### src/rtl/psum_ofifo_pkg.sv
// psum_ofifo_pkg: shared defaults and helpers for the PE-array output collector
package psum_ofifo_pkg;
  localparam int col_d = 8;
  localparam int psum_bw_d = 16;
  function automatic int ptr_w(input int depth);
    return $clog2(depth) + 1;
  endfunction
  function automatic int col_lo(input int i, input int bw);
    return i * bw;
  endfunction
endpackage

### src/rtl/psum_ofifo_col.sv
// psum_ofifo_col: single-column psum FIFO with show-ahead head output
// ports: clk, reset (async, active-high); wr/din push; rd pops (caller guarantees non-empty);
//        dout = head slot; empty/full from pointers only; overflow = sticky dropped-write flag
module psum_ofifo_col
  import psum_ofifo_pkg::*;
#(
  parameter int psum_bw = psum_bw_d,
  parameter int depth = 16
) (
  input  logic               clk,
  input  logic               reset,
  input  logic               wr,
  input  logic [psum_bw-1:0] din,
  input  logic               rd,
  output logic [psum_bw-1:0] dout,
  output logic               empty,
  output logic               full,
  output logic               overflow
);
  localparam int pw = ptr_w(depth);
  localparam int aw = pw - 1;
  localparam logic [pw-1:0] one = 1;
  logic [psum_bw-1:0] mem [depth];
  logic [pw-1:0] wptr, rptr;
  assign empty = rptr == wptr;
  assign full = (rptr[aw-1:0] == wptr[aw-1:0]) && (rptr[aw] != wptr[aw]);
  assign dout = mem[rptr[aw-1:0]];
  always_ff @(posedge clk or posedge reset) begin
    if (reset) begin
      wptr <= '0;
      rptr <= '0;
      overflow <= 1'b0;
      for (int k = 0; k < depth; k++) mem[k] <= '0;
    end else begin
      if (wr && !full) begin
        mem[wptr[aw-1:0]] <= din;
        wptr <= wptr + one;
      end
      if (wr && full) overflow <= 1'b1;
      if (rd) rptr <= rptr + one;
    end
  end
endmodule

### src/rtl/psum_ofifo.sv
// psum_ofifo: per-column psum FIFOs that present a full row only when every column has data
// ports: clk, reset (async, active-high); in/wr from the array south edge (column i at in[i*psum_bw +: psum_bw]);
//        rd pops a whole row; out = column heads; o_valid = all non-empty; o_full = any full;
//        o_ready = !o_full; overflow = sticky per-column dropped-write flags
module psum_ofifo
  import psum_ofifo_pkg::*;
#(
  parameter int col = col_d,
  parameter int psum_bw = psum_bw_d,
  parameter int depth = 16
) (
  input  logic                   clk,
  input  logic                   reset,
  input  logic [psum_bw*col-1:0] in,
  input  logic [col-1:0]         wr,
  input  logic                   rd,
  output logic [psum_bw*col-1:0] out,
  output logic                   o_valid,
  output logic                   o_full,
  output logic                   o_ready,
  output logic [col-1:0]         overflow
);
  logic [col-1:0] empty, full;
  assign o_valid = ~|empty;
  assign o_full = |full;
  assign o_ready = ~o_full;
  for (genvar i = 0; i < col; i++) begin : g_col
    psum_ofifo_col #(.psum_bw(psum_bw), .depth(depth)) u_col (
      .clk(clk),
      .reset(reset),
      .wr(wr[i]),
      .din(in[col_lo(i, psum_bw) +: psum_bw]),
      .rd(rd & o_valid),
      .dout(out[col_lo(i, psum_bw) +: psum_bw]),
      .empty(empty[i]),
      .full(full[i]),
      .overflow(overflow[i])
    );
  end
endmodule

### config.mk
export PLATFORM = sky130hd
export DESIGN_NAME = psum_ofifo
export DESIGN_NICKNAME = d
export VERILOG_FILES = /design/src/rtl/psum_ofifo_pkg.sv /design/src/rtl/psum_ofifo_col.sv /design/src/rtl/psum_ofifo.sv
export SDC_FILE = /design/constraint.sdc
export NUM_CORES = 2
export LEC_CHECK = 0
export ABC_AREA = 1
export BUFFER_PORTS_ARGS = -buffer_cell sky130_fd_sc_hd__clkbuf_2
export CAP_MARGIN = 20
export CORE_MARGIN = 2
export CORE_UTILIZATION = 35
export DETAILED_ROUTE_END_ITERATION = 6
export PLACE_DENSITY = 0.49
export RECOVER_POWER = 25
export SYNTH_ARGS = -nofsm -noshare
export SYNTH_HDL_FRONTEND = slang
export SYNTH_SLANG_ARGS = --single-unit
### constraint.sdc
create_clock -name clk -period 81.9 [get_ports clk]
set_clock_uncertainty 0.2 [all_clocks]
set_input_delay 4.095 -clock clk [delete_from_list [all_inputs] [get_ports clk]]
set_output_delay 4.095 -clock clk [all_outputs]
set_load 0.03 [all_outputs]
==> metrics.md <==
| Metric | Value |
|---|---|
| Die Wd | `532 um` |
| Hold_buf cts | `0` |
| Unrepaired setup endpoints after global routing | `no` |
| Hold depth | `2` |
| DRT Wirelength | `around 300 mm` |
| # setup viols final | `0` |
| Failing checks | `capacitance limit, slew limit` |
| Worst-path clk slew | `60 ps` |
| DR vias | `78,200` |
| LEAKAGE | `slightly below 0.05 uW` |
| Reg2reg path depth | `14` |
| Detailed Place HPWL | `about 170 mm` |
| First-pass GRT wire length | `between 400 and 500 mm` |
| Length of routed met3 wiring | `14.8 mm` |
| P_sw | `2020 uW` |
| Kind of critical path | `in -> async` |
| Area growth from synthesis to layout | `9.64%` |
| CP Max Fanout | `between 150 and 200` |
| Peak Freq | `0.0561 GHz` |
| Hold Vio Cnt, Final | `0` |
| Area leader, netlist | `dfrtp_1` |
| # Max-Cap Violations | `8` |
| Final ANT Viol Nets | `0` |
| Prevailing post-synth register cell | `dfrtp_1` |
| Setup bufs post-CTS | `0` |
| Pin count of the biggest net entering global routing | `181` |
| Synthesized instance count | `11,300` |
| Global Route Usage Sum | `20.8%` |
| Hold WC Path Type | `reg -> reg` |
| Met2 wire length | `roughly 140 mm` |
| CTS Root Buffer Type | `clkbuf_16` |
| Gr ovfl total | `0` |
| Synth top area share | `54.8%` |
| Commonest non-fill, non-tap cell in the layout | `nand2_1` |
| EDFF count, synth | `0` |
| Worst R2R End | `g_col[6].u_col.rptr[0]` |
| Startpoint Class | `input pin` |
| Syn nets | `11,500` |
| Number of global-route vias before repair | `76,000` |
| R2r setup slk | `76,310 ps` |
| Top post-synthesis cells by area | `dfrtp_1, o21ai_0, nand2_1` |
| Post-route cell area | `107,000 um2` |
| Mapped Avg Cell Area | `8.64 um2` |
| IO Port Bufs | `277` |
| Starting Density | `35.2%` |
| Maximum VDD drop | `between 0.00004 and 0.00005 V` |
| Area of the multi-input gates | `37,400 um2` |
| Dpl cell area | `about 99,000 um2` |
| Outcome | `finished, violations left` |
| Setup tns final | `0 ps` |
| Min Tclk post-route | `17,840 ps` |
| Tcrit/Tclk final | `a little over a fifth` |
| Post-CTS sizing | `0` |
| Relative slew slack | `-455%` |
| Switching share of total power | `42.2%` |
| Cell Rows | `193` |
| Synth Cell Area | `97,600 um2` |
| Die area | `283,000 um2` |
| DR DRC count | `0` |
| Router iterations before antenna repair | `6` |
| Die Height | `532 um` |
| Final non-filler cell total | `approximately 15,000` |
| H-tree lvl count | `4` |
| Warnings, synthesis | `0` |
| Drt via density | `5.26` |
| Crit. End Element | `asynchronous set/reset pin` |
| M1 wire length | `137 mm` |
| Final Max Tran Viols | `504` |
| Average wire per cell in the routed design | `20.1 um` |
| NumNets Final | `11,100` |
| Placed Instances | `approximately 14,000` |
| R2R Path Start | `g_col[5].u_col.rptr[1]` |
| CTS Buf Count | `between 200 and 250` |
| Worst skew pair latency | `930 ps` |
| CORE AREA | `277,000 um2` |
| Top Layer Used | `met4` |
| TritonCTS Sinks | `2,136` |
| Hold endpoint | `g_col[1].u_col.mem[146]` |
| Sequential share of the synthesized area | `54.8%` |
| Ratio of cells with drive above 1 in the final layout | `around 8.3%` |
| TritonCTS clock tree | `built` |
| Power Density | `roughly 45 nW/um2` |
| Async SR Flop Fraction | `100%` |
| Worst EP arrival | `18,540 ps` |
| Synthesized flop and latch total | `approximately 2,100` |
| Initial antenna violation count | `11` |
| Filler instances | `about 28,000` |
| CTS max path bufs | `4` |
| GPL Wtd Cong | `between 0.7 and 0.8` |
| Clk network pwr share | `23.5%` |
| Most frequent cells in the layout | `nand2_1, o21ai_0, dfrtp_1` |
| Power Internal | `2760 uW` |
| Ports | `278` |
| Number of distinct library cells after synthesis | `37` |
| Comb power frac | `38.7%` |
| WP data required | `~83,000 ps` |
| Worst hold start | `g_col[1].u_col.mem[146]` |
| 1st-iter DRT viols | `6,649` |
| Flop pwr share | `between 30 and 40%` |
| Pin slew with the least headroom to its limit | `about 8300 ps` |
| Sequential Area | `53,500 um2` |
layout make-up:
| class | instances | area share (%) |
|---|---|---|
| Timing Repair Buffer | 366 | 2.01 |
| Clock buffer | 358 | 6.73 |
| Sequential cell | 2136 | 50.0 |
| Clock inverter | 86 | 1.01 |
| Tap cell | 3705 | 4.33 |
| Inverter | 258 | 0.925 |
| Antenna cell | 3 | 0.00702 |
| Multi-Input combinational cell | 7955 | 35.0 |
cell families after synthesis:
family	after synthesis	synth area share, %
DFF	2136	54.8
xor gates and xnor gates	62	0.557
and+or+nand+nor	4252	17.9
AOI/OAI and AO/OA	3601	19.9
adders and majority gates	40	0.513
buffers and inverters	1199	6.34
critical path, cell delays in order:
cell and delay [ps]:
clkbuf_2 80, clkinvlp_2 2760, clkbuf_1 6020, buf_4 1260
buf_4 840, buf_4 710, buf_4 730, buf_4 820
buf_4 800
power groups by stage:
stage	Clock [uW]	Sequential, uW	Combinational, uW
after floorplan	0	1750	1370
after global placement	0	1800	1850
final	1120	1800	1850
after global routing	1200	1860	2080
after detailed placement	0	1810	1880
after CTS	1160	1800	1880
through the flow:
stage	util (%)	worst slack (ps)	power (uW)	hold slack (ps)
detailed placement	35.8	70900	3690	267
global route	38.6	61250	5140	292
finish	38.6	64060	4780	276
global placement	35.8	71060	3650	260
floorplan	-	17260	3120	244
CTS	38.8	71910	4830	282
how the worst max path moves through the flow:
stage / from / end / slack, ps
3_5_place_dp: reset / g_col[2].u_col.mem[88] / 70900
2_1_floorplan: reset / g_col[0].u_col.mem[0] / 17260
4_1_cts: reset / g_col[2].u_col.mem[80] / 71910
6_report: reset / g_col[2].u_col.mem[96] / 64060
3_3_place_gp: reset / g_col[2].u_col.mem[24] / 71060
5_1_grt: reset / g_col[2].u_col.mem[87] / 61250
Yosys cell counts (38+ instances only):
| cell | number |
|---|---|
| o21ai_1 | 551 |
| clkbuf_1 | 486 |
| ha_1 | 40 |
| o22ai_1 | 263 |
| xor2_1 | 38 |
| nand4_1 | 59 |
| nand2_4 | 94 |
| nor2_1 | 1055 |
| buf_6 | 84 |
| o21ai_0 | 2415 |
| dfrtp_1 | 2136 |
| a21oi_1 | 77 |
| o221ai_1 | 179 |
| nand2_1 | 2722 |
| inv_1 | 212 |
| buf_4 | 204 |
| buf_2 | 138 |
| nand3_1 | 259 |
| o21ai_2 | 41 |
routing by layer:
metal,global-route usage (%),vias to the layer above
met3,2.27,449
met1,29.1,38400
li1,-,37200
met2,34.0,2099
met4,5.90,0
met5,0,-
registers in the layout, summed over array words and instances (netlist names):
signal                count
g_col.u_col.mem        2048
g_col.u_col.rptr         40
g_col.u_col.wptr         40
g_col.u_col.overflow      8
Power figures use the tool's default switching activity.
